## config.mk

```make
export PLATFORM = sky130hd
export DESIGN_NAME = datapath_load_ctrl
export DESIGN_NICKNAME = d
export VERILOG_FILES = /design/src/rtl/datapath_load_ctrl.sv
export SDC_FILE = /design/constraint.sdc
export NUM_CORES = 1
export LEC_CHECK = 0
export CAP_MARGIN = 20
export CORE_AREA = 2 2 133 135
export DETAILED_ROUTE_END_ITERATION = 8
export DIE_AREA = 0 0 135 137
export PLACE_DENSITY_LB_ADDON = 0.25
export SLEW_MARGIN = 15
export SYNTH_ARGS = -nofsm -noshare
export SYNTH_HDL_FRONTEND = slang
export SYNTH_SLANG_ARGS = --single-unit
```

## constraint.sdc

```tcl
create_clock -name clk -period 6.2 [get_ports clk]
set_input_delay 1.24 -clock clk [delete_from_list [all_inputs] [get_ports clk]]
set_output_delay 1.24 -clock clk [all_outputs]
set_load 0.02 [all_outputs]
```

## src/rtl/datapath_load_ctrl.sv

```systemverilog
// datapath_load_ctrl
//   Bring-up sequencer for the datapath. It streams a data image into d_mem,
//   streams a program into i_mem, and runs the core for a bounded number of
//   cycles (or until halt). It then streams d_mem[1..N] back to the host.
//
//   Ports
//     clk, reset_n           clock (rising edge), async active-low reset
//     start                  one-cycle pulse, accepted in IDLE/DONE only
//     halt                   end-of-program flag, only looked at in RUN
//     s_valid/s_data/s_ready host input stream (header, N data, NUM_INSTR instr)
//     i_mem_*                instruction memory write port
//     d_mem_*                data memory port (write during load, read during readback)
//     d_mem_out              synchronous read data, valid 1 cycle after address
//     pc_en                  datapath run enable (high in every RUN cycle)
//     m_valid/m_data/m_ready host readback stream
//     busy/done              sequence status
//
//   Stream format: word 0 is the header. N = header saturated to 2^D_ADDR_W-1.
//   The raw header lands in d_mem[0], and words 1..N land in d_mem[1..N].
//   Then NUM_INSTR words follow, and the low 32 bits of each go to i_mem.
module datapath_load_ctrl #(
    parameter int NUM_INSTR  = 32,
    parameter int RUN_CYCLES = 2100,
    parameter int D_ADDR_W   = 8
) (
    input  logic                clk,
    input  logic                reset_n,
    input  logic                start,
    input  logic                halt,
    input  logic                s_valid,
    input  logic [63:0]         s_data,
    output logic                s_ready,
    output logic [31:0]         i_mem_addra,
    output logic [31:0]         i_mem_din,
    output logic                i_mem_we,
    output logic [D_ADDR_W-1:0] d_mem_addra,
    output logic [63:0]         d_mem_din,
    output logic                d_mem_we,
    input  logic [63:0]         d_mem_out,
    output logic                pc_en,
    output logic                m_valid,
    output logic [63:0]         m_data,
    input  logic                m_ready,
    output logic                busy,
    output logic                done
);

    localparam logic [D_ADDR_W-1:0] N_MAX = '1;
    // k indexes both the data image (up to N_MAX, must not wrap) and the
    // program (up to NUM_INSTR-1); size it for whichever is larger.
    localparam int K_W  = (D_ADDR_W + 1 > $clog2(NUM_INSTR + 1)) ? D_ADDR_W + 1
                                                                 : $clog2(NUM_INSTR + 1);
    localparam int RC_W = $clog2(RUN_CYCLES + 1);

    typedef enum logic [2:0] {
        IDLE,
        LOAD_DATA,
        LOAD_INSTR,
        RUN,
        RD_ADDR,
        RD_WAIT,
        RD_OUT,
        DONE
    } state_t;

    state_t              state;
    logic [K_W-1:0]      k;
    logic [D_ADDR_W-1:0] n_reg;
    logic [RC_W-1:0]     run_cnt;

    logic                xfer;
    logic [D_ADDR_W-1:0] hdr_sat;
    logic                last_data;
    logic                in_rd;

    // Header saturation: any set bit above the address width clamps N to N_MAX.
    assign hdr_sat = (|s_data[63:D_ADDR_W]) ? N_MAX : s_data[D_ADDR_W-1:0];

    // The final data word is the header itself when N=0, otherwise the word at k=N.
    assign last_data = (k == '0) ? (hdr_sat == '0) : (k == K_W'(n_reg));

    // Write ports are driven combinationally so that a word is written in
    // the same cycle it is accepted. Data buses are zeroed outside their load
    // state so that nothing reflects s_data while idle or in reset.
    assign s_ready     = (state == LOAD_DATA) || (state == LOAD_INSTR);
    assign xfer        = s_valid && s_ready;
    assign in_rd       = (state == RD_ADDR) || (state == RD_WAIT) || (state == RD_OUT);

    assign d_mem_we    = xfer && (state == LOAD_DATA);
    assign d_mem_din   = (state == LOAD_DATA) ? s_data : '0;
    assign d_mem_addra = ((state == LOAD_DATA) || in_rd) ? k[D_ADDR_W-1:0] : '0;

    assign i_mem_we    = xfer && (state == LOAD_INSTR);
    assign i_mem_din   = (state == LOAD_INSTR) ? s_data[31:0] : '0;
    assign i_mem_addra = (state == LOAD_INSTR) ? 32'(k) : '0;

    always_ff @(posedge clk or negedge reset_n) begin
        if (!reset_n) begin
            state   <= IDLE;
            k       <= '0;
            n_reg   <= '0;
            run_cnt <= '0;
            pc_en   <= 1'b0;
            m_valid <= 1'b0;
            m_data  <= '0;
            busy    <= 1'b0;
            done    <= 1'b0;
        end else begin
            case (state)
                IDLE, DONE: begin
                    if (start) begin
                        state <= LOAD_DATA;
                        k     <= '0;
                        busy  <= 1'b1;
                        done  <= 1'b0;
                    end
                end

                LOAD_DATA: begin
                    if (xfer) begin
                        if (k == '0)
                            n_reg <= hdr_sat;
                        if (last_data) begin
                            state <= LOAD_INSTR;
                            k     <= '0;
                        end else begin
                            k <= k + 1'b1;
                        end
                    end
                end

                LOAD_INSTR: begin
                    if (xfer) begin
                        if (k == K_W'(NUM_INSTR - 1)) begin
                            state   <= RUN;
                            run_cnt <= '0;
                            pc_en   <= 1'b1;
                        end else begin
                            k <= k + 1'b1;
                        end
                    end
                end

                RUN: begin
                    // halt sampled here ends RUN at this edge, so the run
                    // lasts (halt cycle index + 1) cycles.
                    if (halt || (run_cnt == RC_W'(RUN_CYCLES - 1))) begin
                        pc_en <= 1'b0;
                        if (n_reg == '0) begin
                            state <= DONE;
                            busy  <= 1'b0;
                            done  <= 1'b1;
                        end else begin
                            state <= RD_ADDR;
                            k     <= K_W'(1);
                        end
                    end else begin
                        run_cnt <= run_cnt + 1'b1;
                    end
                end

                RD_ADDR: state <= RD_WAIT;

                // Address was presented in RD_ADDR, so read data is valid now.
                RD_WAIT: begin
                    m_data  <= d_mem_out;
                    m_valid <= 1'b1;
                    state   <= RD_OUT;
                end

                RD_OUT: begin
                    if (m_ready) begin
                        m_valid <= 1'b0;
                        if (k == K_W'(n_reg)) begin
                            state <= DONE;
                            busy  <= 1'b0;
                            done  <= 1'b1;
                        end else begin
                            state <= RD_ADDR;
                            k     <= k + 1'b1;
                        end
                    end
                end

                default: state <= IDLE;
            endcase
        end
    end

endmodule

```

==> results.md, run 1 <==
Status:
- The flow ran to the end, and the final reports show no timing, DRC or antenna violations.

Die:
- The die is 137 um tall.
- Once the floorplan was initialized, standard cells occupied 33.0% of the core.
- After floorplanning, the core was divided into 48 placement rows.
- The die is 135 um wide.
- 341 I/O pins were placed.
- The core footprint is 0.0171 mm2.
- The die covers 0.0185 mm2.

Critical path:
- The worst setup path is launched from a flop.
- The kind of capture point of the worst setup path is a primary output.
- The category of the critical setup timing path is reg -> out.
- For the worst setup path, the data arrival time is 3.28 ns.
- The reg-to-reg setup timing slack is 3.04 ns.
- The peak fanout along the critical path is 23.
- Data on the critical path is required at its endpoint by 4.96 ns.

Layout:
- The final layout net count is 983.
- The final design utilization is 54.0%.
- From synthesis to final layout, the design area changed by 63.7%.
- In the final layout, the share of cells above drive strength 1 is 11.4%.
- The largest registers in the layout are m_data: 64 flops, run_cnt: 12 flops, k: 9 flops.
- The register with the most flip-flops in the final layout is m_data.
- The number of flip-flops in the largest register is 64.

Pwr:
- The analysis attributes to cell leakage a power of 0.00364 uW.
- The areal power density over the cells is 429 mW/mm2.
- The worst ir drop on vdd is 230 uV.

Placement:
- At the end of routability-driven placement, the weighted congestion stood at 0.814.
- Summed over all nets, the half-perimeter wirelength after detailed placement is 15300 um.
- The count of buffers added on input and output ports is 317.

Timing:
- Setup repair after global routing left no endpoint under its margin.
- The number of hold violations in the final report is 0.
- The max-slew violation count is 0.
- The maximum clock skew at final layout is 0.00530 ns.
- The slew at the pin closest to its max-slew limit is 0.782 ns.
- The final critical path takes up 72.9% of the cycle.
- Derived from the worst setup path, the maximum achievable clock frequency is 221 MHz.
- Setup violations remaining at the end of the flow were counted as 0.
- Summed over all failing endpoints, the final setup total negative slack is 0 ns.
- The final critical path time including I/O delays and setup is 4.52 ns.
- The worst relative slew slack is 47.8%.

Synthesis:
- The share of flip-flops with an asynchronous set or reset after synthesis is 100%.
- By area the synthesized netlist is led by sky130_fd_sc_hd__dfrtp_1, sky130_fd_sc_hd__mux2_2, sky130_fd_sc_hd__and2_1, sky130_fd_sc_hd__buf_4, sky130_fd_sc_hd__nor4_1.
- By count the netlist is led by sky130_fd_sc_hd__and2_1, sky130_fd_sc_hd__dfrtp_1, sky130_fd_sc_hd__mux2_2, sky130_fd_sc_hd__clkbuf_1, sky130_fd_sc_hd__buf_4.
- The post-synth design cell area is 0.00563 mm2.
- The Yosys step of the flow raised 0 warnings.
- Summed over all instances, the cell type with the most area after synthesis is sky130_fd_sc_hd__dfrtp_1.
- The average instance in the mapped netlist occupies 10.3 um2.
- The most common cell in the synthesized netlist is sky130_fd_sc_hd__and2_1.
- The number of cells produced by synthesis is 547.
- Summed over its instances, the top area cell type makes up 44.5% of the synthesized netlist area.
- The sequential area share after synthesis is 44.5%.
- The number of enable flip-flop cells after synthesis is 0.
- In the synthesized netlist the dominant register cell turns out to be sky130_fd_sc_hd__dfrtp_1.
- The number of different library cells used by synthesis comes to 53.
- The flip-flop and latch count after synthesis is 100.

Routing:
- For this run, design rule violations remaining after detail routing come to 0.
- The final antenna-violating net count is 0.
- The number of DRC markers in iteration 0 is 317.
- For this block, the routed nets add up to 19500 um of wire.
- Dividing the detail-routed wire length by the instance count gives 18.1 um.
- Using the TritonRoute via totals, the vias-per-cell ratio works out to 4.76.
- The first detailed-routing pass ran for 4 iterations.
- The final route contains 5132 vias.

Clock network:
- TritonCTS built the clock tree.
- The clock network latency to the later pin of the worst-skew pair is 0.34 ns.
- The root buffer cell chosen for the clock tree is sky130_fd_sc_hd__clkbuf_16.
- The maximum clock insertion buffer count is 2.
- The number of gates resized after CTS is 0.
- The maximum level of the CTS H-tree is 3.
- The hold buffer count at cts is 0.
- The count of buffers added by post-CTS timing repair for setup is 0.
- The number of clock buffers added by TritonCTS is 9.
- The tree built by TritonCTS fans out to 100 sinks.
- Clock-pin slew was measured on the worst setup and hold paths at 0.07 ns.

Global routing:
- Entering global routing, the biggest net connects 61 pins.
- The total routing usage reported by global routing is 20.7%.
- After global routing the overflow that remains totals 0.
- The first global-routing pass estimated 29300 um of wire.
- The number of antenna violations at the first check in global routing was 2.
- The number of global-route vias before repair is 5188.

Job:
- The total of max-cap violations is 0.

Hold path:
- The worst hold path belongs to the class reg -> reg.
-- placed cells by master (no fill, tap or decap), types with 8 or more instances in the layout --
cell                              synthesis  layout
sky130_fd_sc_hd__clkdlybuf4s50_1          0     316
sky130_fd_sc_hd__dfrtp_1                100     100
sky130_fd_sc_hd__nand2_1                 22      21
sky130_fd_sc_hd__nor4_1                  22      22
sky130_fd_sc_hd__and2_1                 120     120
sky130_fd_sc_hd__nand4_1                 10      10
sky130_fd_sc_hd__inv_1                   11      11
sky130_fd_sc_hd__nor3_1                  12      12
sky130_fd_sc_hd__nor2_1                  20      18
sky130_fd_sc_hd__conb_1                   1      23
sky130_fd_sc_hd__a21oi_1                  9       9
sky130_fd_sc_hd__o21ai_0                  8       8
sky130_fd_sc_hd__mux2_2                  67      67
sky130_fd_sc_hd__xor2_1                  10      10
sky130_fd_sc_hd__clkbuf_16                0       9
-- metal layers --
layer	global-route usage, %	part of all wire [%]
met1	23.9	40
met2	36.6	50
met3	5.85	8.2
met4	7.23	1.9
met5	0	0
-- path summary, 6_finish.rpt --
path / startpoint / endpoint / depth (start not counted)
min in group asynchronous: reset_n / run_cnt[5] / 1
max: state[1] / i_mem_din[13] / 5
min reg2reg: m_data[29] / m_data[29] / 1
min: m_data[29] / m_data[29] / 1
max in group asynchronous: reset_n / m_data[27] / 2
max reg2reg: state[1] / k[4] / 6
-- worst max-delay path, stage by stage (launching register included) --
cell	delay [ns]
sky130_fd_sc_hd__dfrtp_1	0.66
sky130_fd_sc_hd__nand2b_1	0.44
sky130_fd_sc_hd__nor2_2	0.74
sky130_fd_sc_hd__buf_6	0.25
sky130_fd_sc_hd__and2_1	0.21
sky130_fd_sc_hd__clkdlybuf4s50_1	0.63
-- cell families (layout without fill, tap and decap cells) --
family          Yosys count  after routing  share of synthesized area [%]
mux                      69             69                           13.8
fa+ha+maj                 3              3                          0.667
compound gates           56             56                           7.96
other cells               1             25                         0.0666
simple gates            233            233                           24.1
buf+inv                  68            350                           6.29
xor+xnor                 17             17                           2.65
flops                   100            100                           44.5
-- power by group --
part           switching, uW  leakage (uW)  internal [uW]  total (uW)
combinational           1130       0.00233           1150        2280
sequential               206       0.00118            931        1140
clock                    247      0.000136            285         532
total                   1580       0.00364           2370        3950
-- stage by stage --
step	power (uW)	hold slack [ns]	setup WS [ns]	instances	instance area, um2
final	3950	0.503	1.68	1078	9210
after global routing	4190	0.514	1.43	1078	9210
after CTS	3990	0.508	1.68	1075	9200
after detailed placement	3440	0.491	1.98	1059	8920
after global placement	3400	0.486	1.88	1057	8880
after floorplan	2420	0.503	2.99	569	5710
-- layout make-up --
cell class              count  area [um2]
flip-flops and latches    100        2500
well taps                 225         282
clock buffers              11         243
inverters                  11        41.3
repair buffers            323        3240
diodes                      2        5.00
multi-input cells         401        2870
clock inverters             5        35.0
fillers                  1553        7850
No activity file was read; power rests on OpenSTA's default activity.
==> run 2: changes to the inputs <==
--- a/config.mk
+++ b/config.mk
@@ -6,9 +6,9 @@
 export NUM_CORES = 1
 export LEC_CHECK = 0
 export CAP_MARGIN = 20
-export CORE_AREA = 2 2 133 135
+export CORE_AREA = 2 2 132 134
 export DETAILED_ROUTE_END_ITERATION = 8
-export DIE_AREA = 0 0 135 137
+export DIE_AREA = 0 0 134 136
 export PLACE_DENSITY_LB_ADDON = 0.25
 export SLEW_MARGIN = 15
 export SYNTH_ARGS = -nofsm -noshare
==> constraint.sdc (replaced) <==
create_clock -name clk -period 3.8 [get_ports clk]
set_input_delay 0.76 -clock clk [delete_from_list [all_inputs] [get_ports clk]]
set_output_delay 0.76 -clock clk [all_outputs]
set_load 0.02 [all_outputs]
==> run 2 against run 1 <==
- count of clock-buffer cells in the layout shrank 1
- global-route usage rose by 0.45 points
- cell area rose by 0.34%
- sequential power increased by 62%
- sequential cell count did not move
- register-to-register slack got worse by 2.0 ns
- combinational power increased by 66%
- first-iteration DRC count is 17% lower
- setup slack got worse by 1.5 ns
- clock power rose by 58%
- clock skew barely moved
- worst hold slack lost 0.011 ns
==> results.md, run 2 (same netlist as run 1, synthesis figures left out) <==
Critical path:
- The kind of capture point of the worst setup path is a primary output.
- The number of buffer and inverter stages on the critical path is 2.
- Broken down by cell family, the worst path's largest delay share belongs to simple AND/OR/NAND/NOR gates.
- For the worst setup path, the data required time is 3.04 ns.
- The count of cells along the worst register-to-register path is 9.
- The category of the critical setup timing path is reg -> out.
- Counting buffers and inverters, the worst setup path is 5 cells deep.
- The launching element type of the critical path is a flop.
- Walking the worst path, the cells encountered are nand2b_1 > nor2_2 > buf_4 > and2_1 > clkdlybuf4s50_1.
- Among all stages on the critical path, the largest delay is contributed by sky130_fd_sc_hd__dfrtp_1.
- The peak fanout along the critical path is 18.
- The delay of the slowest cell on the worst path is 0.65 ns.
- Data on the critical path arrives at its endpoint at 2.90 ns.

Placement:
- In this run the tool buffered the top-level ports with 317 buffer cells.
- The instance area after placement is 0.00896 mm2.
- The routability congestion estimate from global placement is 0.915.
- The detailed placer's ending HPWL is 15800 um.

Routing:
- The detailed router placed 5333 vias in this run.
- The number of detailed-routing iterations run before antenna repair is 4.
- In the final routed layout, each cell accounts on average for 18.3 um.
- The final antenna-violating net count is 0.
- The final routed wirelength across all metal layers is 19900 um.
- The remaining design rule violation count is 0.
- Using the TritonRoute via totals, the vias-per-cell ratio works out to 4.92.
- The number of DRC markers in iteration 0 is 264.

Timing:
- The maximum clock skew at final layout is 0.00480 ns.
- Derived from the worst setup path, the maximum achievable clock frequency is 273 MHz.
- Summed over all failing endpoints, the final setup total negative slack is 0 ns.
- Setup repair after global routing left no endpoint under its margin.
- The worst pin sits at a relative slew slack of 45.6%.
- The number of hold violations in the final report is 0.
- Of the available clock period, the critical path in the final layout requires 96.4%.
- The max-slew violation count is 0.
- Setup violations remaining at the end of the flow were counted as 0.
- At the pin with the least slew margin, the transition time is 0.816 ns.
- The final critical path time including I/O delays and setup is 3.66 ns.

Layout:
- The total non-filler cell area in the finished layout is 0.00924 mm2.
- Cells with a size suffix above 1 make up 12.0% of the layout.
- The top cell types in the final layout, fill and taps aside, are sky130_fd_sc_hd__clkdlybuf4s50_1, sky130_fd_sc_hd__and2_1, sky130_fd_sc_hd__dfrtp_1.
- After filler insertion, the fill cell instance count of the layout stands at 1446.
- The area growth from synthesis to layout is 64.2%.
- The sequential cell area is 0.00250 mm2.
- The final layout net count is 989.
- Leaving out fill and tap cells, the most frequent cell in the layout is sky130_fd_sc_hd__clkdlybuf4s50_1.
- The register ranked first by flip-flop count is m_data.
- The register with the most flip-flops in the layout has 64 of them.
- Summing all multi-input logic gate instances after layout gives 0.00287 mm2.
- The largest registers in the layout are m_data: 64 flops, run_cnt: 12 flops, k: 9 flops.

Die:
- The count of standard-cell rows is 48.
- The core footprint is 0.0169 mm2.
- The initial core utilization is 33.3%.
- The width of the chip is 134 um.
- Pin placement for this block handled 341 I/O pins.
- In this run the vertical extent of the chip is 136 um.
- The full die area is 0.0182 mm2.

Clock network:
- The CTS clock-pin slew for the worst setup and hold paths is 0.07 ns.
- Once the clock tree was built, the resizer swapped 0 gates to a different size.
- The number of buffers added by the clock tree synthesis step is 9.
- The H-tree generated during clock tree synthesis spans 3 levels.
- The clock network latency to the later pin of the worst-skew pair is 0.34 ns.
- The clock net in this run drives a total of 100 sinks.
- The TritonCTS clock tree is built.
- The maximum clock insertion buffer count is 2.
- The hold buffer count at cts is 0.
- The buffer type at the clock tree root is sky130_fd_sc_hd__clkbuf_16.
- The count of buffers added by post-CTS timing repair for setup is 0.

Global routing:
- The total overflow left after global routing is 0.
- The number of global-route vias before repair was 5459.
- Entering global routing, the biggest net connects 65 pins.
- The first-pass GRT wire length is 30000 um.
- The total routing usage reported by global routing is 21.1%.
- The number of antenna violations at the first check in global routing came to 3.

Hold path:
- The class of the most critical hold timing path is in -> async.

Pwr:
- IR analysis of the VDD net gives a maximum drop of 389 uV.
- The areal power density over the cells is 701 mW/mm2.
- The leakage power of the design is 0.00366 uW.

Status:
- The flow ran to the end, and the final reports show no timing, DRC or antenna violations.

Job:
- The total of max-cap violations is 0.
## run 2: cell count changes in the layout (fill, tap and decap cells not counted), sizes merged
cell	delta
buf	+7
clkinv	+4
clkbuf	-2
inv	-2
clkinvlp	-1
diode	+1
## run 2: area by class of cell
| type | instances | area share [%] |
|---|---|---|
| timing repair buffer | 329 | 35.4 |
| multi-input combinational | 401 | 31.0 |
| sequential | 100 | 27.1 |
| tap | 225 | 3.05 |
| clock buffer | 10 | 2.48 |
| clock inverter | 6 | 0.447 |
| inverter | 11 | 0.447 |
| antenna | 3 | 0.0812 |
## run 2: per-stage QoR
step	setup slack [ns]	utilization (%)	power (uW)	instances	hold WS, ns
after global placement	0.328	53.1	5590	1066	0.485
after floorplan	1.07	-	3950	569	0.464
after CTS	0.106	54.7	6540	1082	0.507
after global routing	0.0238	54.8	6830	1085	0.514
after detailed placement	0.302	53.1	5680	1066	0.492
final	0.138	54.8	6480	1085	0.493
## run 2: power by group
part | total, uW | leakage [uW] | internal, uW | switching, uW
Sequential | 1850 | 0.00118 | 1520 | 332
Combinational | 3790 | 0.00235 | 1910 | 1870
Clock | 843 | 0.000136 | 444 | 399
## run 2: worst paths after layout
path	startpoint	to	slack [ns]
max	state[1]	i_mem_din[15]	0.14
min	reset_n	m_data[21]	0.49
max reg2reg	k[0]	k[5]	1.07
min reg2reg	m_data[58]	m_data[58]	0.50
max in group asynchronous	reset_n	m_data[57]	2.48
min in group clk	m_data[58]	m_data[58]	0.50
## run 2: layer usage
layer  part of all wire [%]  global-route usage [%]
met1                     37                    23.2
met2                     52                    38.7
met3                    8.3                    5.52
met4                    2.1                    8.45
met5                      0                       0
==> variant 1, RTL diff (config.mk and constraints of run 2) <==
The parameter `NUM_INSTR` goes from 32 to 64. Comments in the files are not updated.
--- a/src/rtl/datapath_load_ctrl.sv
+++ b/src/rtl/datapath_load_ctrl.sv
@@ -19,7 +19,7 @@
 //   The raw header lands in d_mem[0], and words 1..N land in d_mem[1..N].
 //   Then NUM_INSTR words follow, and the low 32 bits of each go to i_mem.
 module datapath_load_ctrl #(
-    parameter int NUM_INSTR  = 32,
+    parameter int NUM_INSTR  = 64,
     parameter int RUN_CYCLES = 2100,
     parameter int D_ADDR_W   = 8
 ) (
Formal check against the unedited RTL: no difference found for any inputs over 4 cycles, from zero or initial values and one cycle with reset_n low; that may be too few to reach the edited logic, so the function may still have changed.
==> variant 1 against run 2 <==
Critical path depth stayed put; clock power is 15% higher; highest routed layer unchanged; die area stayed put; wire length is 8.7% lower; setup slack better by 0.25 ns; power is 2.2% higher; global-route usage is 1.4 points lower; count of clock-buffer cells in the layout is 1 lower; synthesized area stayed put; design area is 0.23% higher; clock skew is 0.0023 ns higher; sequential share of layout area is 0.062 points lower; sequential cell count stayed put.
==> variant 1: results (changes against run 2) <==
| Metric | Value |
|---|---|
| Synth unique cells | 51 (was 53) |
| Antenna fix cells | 0 (was 3) |
| Drt first-iter violations | 205 (was 264) |
| Drt first pass iters | 5 (was 4) |
| Total Nets Final | 999 (was 989) |
| Sequential share of the synthesized area | 44.5% (unchanged) |
| Clk Latency, worst-skew pair | 0.35 ns |
| Post-Route M1 WL | 7.77 mm (was 7.46 mm) |
| Leakage | 3.77 nW (was 3.66 nW) |
| Tightest Hold Check Type | input pin to asynchronous set/reset pin (unchanged) |
| Crit Path Max Fanout | 65 (was 18) |
| Vias in the first global route | 5013 (was 5459) |
| Max Root-Sink Buffers | 2 (unchanged) |
| Initial antenna violation count | 0 (was 3) |
| Setup bufs post-CTS | 0 (unchanged) |
| Post-cts sizing count | 0 (unchanged) |
| Cts bufs inserted | 9 (unchanged) |
| Synth cell count leaders | and2_1, dfrtp_1, mux2_2 (unchanged) |
| Area contributors post-synth | dfrtp_1, mux2_2, and2_1 (unchanged) |
| Placed Cells | 1076 (was 1066) |
| Met2 wire length | 8.46 mm (was 10.4 mm) |
| Worst-margin pin slew | 0.770 ns (was 0.816 ns) |
| Worst-path clk slew | 0.07 ns (about the same) |
| Setup WS pre-CTS | 0.413 ns (was 0.302 ns) |
| Syn_area_per_cell | 10.1 µm² (was 10.3 µm²) |
| Total track usage | 19.7% (was 21.1%) |
| Highest Signal Layer | met4 (unchanged) |
| Final WL | 18.2 mm (was 19.9 mm) |
| Routed length on met3 | 1.66 mm (was 1.65 mm) |
| Min cycle time layout | 3.41 ns (was 3.66 ns) |
| Ys Warns | 0 (unchanged) |
| Fraction of layout instances using a drive strength above 1 | 11.1% (was 12.0%) |
| Status | completed (unchanged) |
| Post-DP HPWL | 14.1 mm (was 15.8 mm) |
| R2R setup slack | 1.15 ns (was 1.07 ns) |
| Port Buffers | 317 (unchanged) |
| Largest net degree at the start of global routing | 66 (was 65) |
| H-tree Lvls | 3 (unchanged) |
| Clock root buffer | clkbuf_16 (unchanged) |
| Largest regs | m_data (64), run_cnt (12), k (9) (unchanged) |
| GPL Wtd Cong | 0.854 (was 0.915) |
| Vias | 5104 (was 5333) |
| Synth Flop Type | dfrtp_1 (unchanged) |
| Async set-reset flop share out of synthesis | 100% (unchanged) |
| Crit path DAT | 2.65 ns (was 2.90 ns) |
| Routed wire length per instance | 16.6 µm (was 18.3 µm) |
| Worst Skew | 0.00713 ns (was 0.00480 ns) |
| Max VDD drop | 0.000444 V (was 0.000389 V) |
| First-pass GRT wire length | 28.1 mm (was 30.0 mm) |
-- variant 1: cell count changes after synthesis, sizes merged, moves of 5 or more --
cell / run 2 / this run
and2: 120 / 113
a21oi: 9 / 17
nor2b: 1 / 10
clkbuf: 28 / 23
nand3: 6 / 13
nor2: 20 / 32
o21ai: 9 / 14
nand4: 10 / 5
o22a: 7 / 1
-- variant 1: final timing paths --
| kind | from | end | cells after the start |
|---|---|---|---|
| worst max-delay path | state[0] | d_mem_we | 5 |
| worst min-delay path | reset_n | run_cnt[5] | 1 |
| worst max register to register | run_cnt[0] | k[4] | 8 |
| worst min register to register | m_data[53] | m_data[53] | 1 |
| max in group asynchronous | reset_n | m_data[59] | 2 |
| min in group clk | m_data[53] | m_data[53] | 1 |
-- variant 1: layout make-up --
class                      instances  area [µm²]
clock buffer                       9         225
clock inverter                     7        90.1
fill                            1507        7610
inverter                          11        41.3
multi-input combinational        418        2880
sequential                       100        2500
tap                              225         282
timing repair buffer             322        3250
-- variant 1: critical path: stages, from the launching register on --
cell and delay [ns]:
dfrtp_1 0.66, nand2b_1 0.26, nor2_2 0.21, buf_12 0.24
and2_1 0.27, clkdlybuf4s50_1 0.65
-- variant 1: through the flow --
step | instance area (µm²) | total power, mW | hold slack [ns]
floorplan | 5710 | 3.92 | 0.464
global placement | 8950 | 5.67 | 0.486
detailed placement | 8950 | 5.70 | 0.493
CTS | 9260 | 6.71 | 0.508
global route | 9260 | 7.01 | 0.513
finish | 9260 | 6.62 | 0.462
-- variant 1: logic make-up after synthesis --
kind of cell / count (synthesis) / synth area share, %
simple gates: 253 / 26.0
mux: 69 / 14.0
buf+inv: 63 / 6.02
flops: 100 / 44.5
xor+xnor: 15 / 2.33
fa+ha+maj: 3 / 0.667
other cells: 1 / 0.0666
compound gates: 55 / 6.49
-- variant 1: report_power, final --
group | total (mW) | leakage [nW] | switching, mW | internal [mW]
clock | 0.969 | 0.153 | 0.442 | 0.527
sequential | 1.80 | 1.19 | 0.313 | 1.49
combinational | 3.84 | 2.43 | 1.90 | 1.95
-- variant 1: metal layers --
metal | up-vias | global-route usage [%]
met1 | 2389 | 24.7
met2 | 222 | 32.0
met3 | 18 | 7.16
met4 | 0 | 5.61
met5 | - | 0
li1 | 2475 | -
==> variant 2, RTL diff (config.mk and constraints of run 2) <==
Without the edit above. Make the reset (`reset_n`) synchronous in one clocked block. Comments in the files are not updated.
--- a/src/rtl/datapath_load_ctrl.sv
+++ b/src/rtl/datapath_load_ctrl.sv
@@ -94,7 +94,7 @@
     assign i_mem_din   = (state == LOAD_INSTR) ? s_data[31:0] : '0;
     assign i_mem_addra = (state == LOAD_INSTR) ? 32'(k) : '0;
 
-    always_ff @(posedge clk or negedge reset_n) begin
+    always_ff @(posedge clk) begin
         if (!reset_n) begin
             state   <= IDLE;
             k       <= '0;
Function: differs if reset_n is asserted again (counterexample within 4 cycles, from zero or initial values and one cycle with reset_n low); with reset_n held inactive, the same outputs for 4 cycles.
==> variant 2 against run 2 <==
Die area unchanged; design area down 2.2%; setup slack better by 0.43 ns; synthesized area down 3.2%; clock skew up 0.0026 ns; power down 39%; hold slack worse by 0.040 ns; sequential cell count unchanged; sequential power down 37%; wire length down 0.41%; first-iteration DRC count up 69%; critical path type unchanged; critical endpoint is now s_ready; largest cell class unchanged; highest routed layer unchanged.
==> variant 2: results (changes against run 2) <==
| Metric | Value |
|---|---|
| Vias in the first global route | 5720 (was 5459) |
| Initial antenna violation count | 0 (was 3) |
| Worst-path clk slew | 0.07 ns (about the same) |
| Drt first-iter violations | 445 (was 264) |
| GPL Wtd Cong | 0.848 (was 0.915) |
| Crit-path slowest cell | dfxtp_1 (was dfrtp_1) |
| DRC violations left | 0 (unchanged) |
| Crit path DAT | 2.47 ns (was 2.90 ns) |
| Largest net degree at the start of global routing | 67 (was 65) |
| First-pass GRT wire length | 30.6 mm (was 30.0 mm) |
| Syn_area_per_cell | 7.37 µm² (was 10.3 µm²) |
| Placement Cell Area | 8750 µm² (was 8960 µm²) |
| Hold Path End | m_data[28] |
| Max Root-Sink Buffers | 2 (unchanged) |
| Clk Latency, worst-skew pair | 0.34 ns (about the same) |
| Filler cells | 1624 (was 1446) |
| Max-slew headroom | 43.8% (was 45.6%) |
| Max VDD drop | 0.000293 V (was 0.000389 V) |
| Synth cell count leaders | nand2_1, and3_1, dfxtp_1 (was and2_1, dfrtp_1, mux2_2) |
| Antenna fix cells | 0 (was 3) |
| Fin area | 9040 µm² (was 9240 µm²) |
| Total Nets Final | 1157 (was 989) |
| Setup WS pre-CTS | 0.566 ns (was 0.302 ns) |
| Setup bufs post-CTS | 0 (unchanged) |
| Sequential share of the synthesized area | 36.7% (was 44.5%) |
| Critical R2R Launch | state[1] (was k[0]) |
| Final worst-path cycle share | 84.9% (was 96.4%) |
| Synth unique cells | 57 (was 53) |
| Tightest Hold Check Type | flip-flop to flip-flop (was input pin to asynchronous set/reset pin) |
| Clock root buffer | clkbuf_16 (unchanged) |
| Leakage | 3.42 nW (was 3.66 nW) |
| Async set-reset flop share out of synthesis | 0% (was 100%) |
| Fraction of layout instances using a drive strength above 1 | 4.59% (was 12.0%) |
| Area contributors post-synth | dfxtp_1, and3_1, nand2_1 (was dfrtp_1, mux2_2, and2_1) |
| Post-DP HPWL | 14.8 mm (was 15.8 mm) |
| Reg-to-Reg End | k[8] (was k[5]) |
| Worst Skew | 0.00738 ns (was 0.00480 ns) |
| Routed wire length per instance | 15.9 µm (was 18.3 µm) |
| Worst R2R Path Depth | 6 (was 9) |
| Drt first pass iters | 5 (was 4) |
| Final hold slack | 0.452 ns (was 0.493 ns) |
| Crit path largest cell delay | 0.87 ns (was 0.65 ns) |
| R2R setup slack | 1.06 ns |
| Crit Path Max Fanout | 26 (was 18) |
| Vias | 6260 (was 5333) |
| Status | completed (unchanged) |
| Final Non-Filler Cells | 1250 (was 1085) |
| CP top delay family | buffers and inverters (was simple AND/OR/NAND/NOR gates) |
| Total track usage | 21.0% (was 21.1%) |
==> variant 2: cell types whose count changed in the layout (fill, tap and decap cells not counted), sizes merged, moves of 7 or more <==
cell | run 2 | this run
a211oi | 0 | 10
nand3 | 6 | 15
nor2 | 20 | 50
o22a | 7 | 0
and2 | 120 | 10
dfxtp | 0 | 100
xor2 | 10 | 1
dfrtp | 100 | 0
a21oi | 9 | 75
nand2 | 23 | 151
mux2 | 67 | 1
and3 | 4 | 107
xnor2 | 7 | 14
==> variant 2: worst max path at each step <==
stage / start / depth (start not counted) / endpoint
after detailed placement: s_data[9] / 8 / k[5]
after global placement: s_data[9] / 8 / state[0]
final: state[1] / 5 / s_ready
after CTS: state[1] / 5 / s_ready
after global routing: state[1] / 5 / s_ready
after floorplan: state[0] / 6 / d_mem_din[10]
==> variant 2: cells by family after synthesis <==
kind of cell,after synthesis,share of synthesized area [%]
AOI/OAI and AO/OA,130,14.9
xor gates and xnor gates,15,2.41
and+or+nand+nor,391,36.4
buffers and inverters,97,8.45
other,1,0.0688
DFF,100,36.7
adders and majority gates,3,0.689
muxes,2,0.390
==> variant 2: cell type report <==
cell class | instances | area share [%]
flip-flops and latches | 100 | 22.2
well taps | 225 | 3.12
clock inverters | 5 | 0.581
repair buffers | 334 | 36.9
clock buffers | 11 | 2.58
multi-input cells | 564 | 34.2
inverters | 11 | 0.457
==> variant 2: layer usage <==
layer	track usage (%)	share of wire [%]	vias up
met5	0	0	-
met4	6.80	2.2	0
met3	5.29	7.8	37
met2	34.7	47	230
met1	26.7	43	2899
li1	-	-	3094
==> variant 2: report_power, final <==
group          internal [mW]  switching (mW)
clock network          0.508           0.387
logic                  0.848            1.05
registers               1.10          0.0665
total                   2.45            1.51
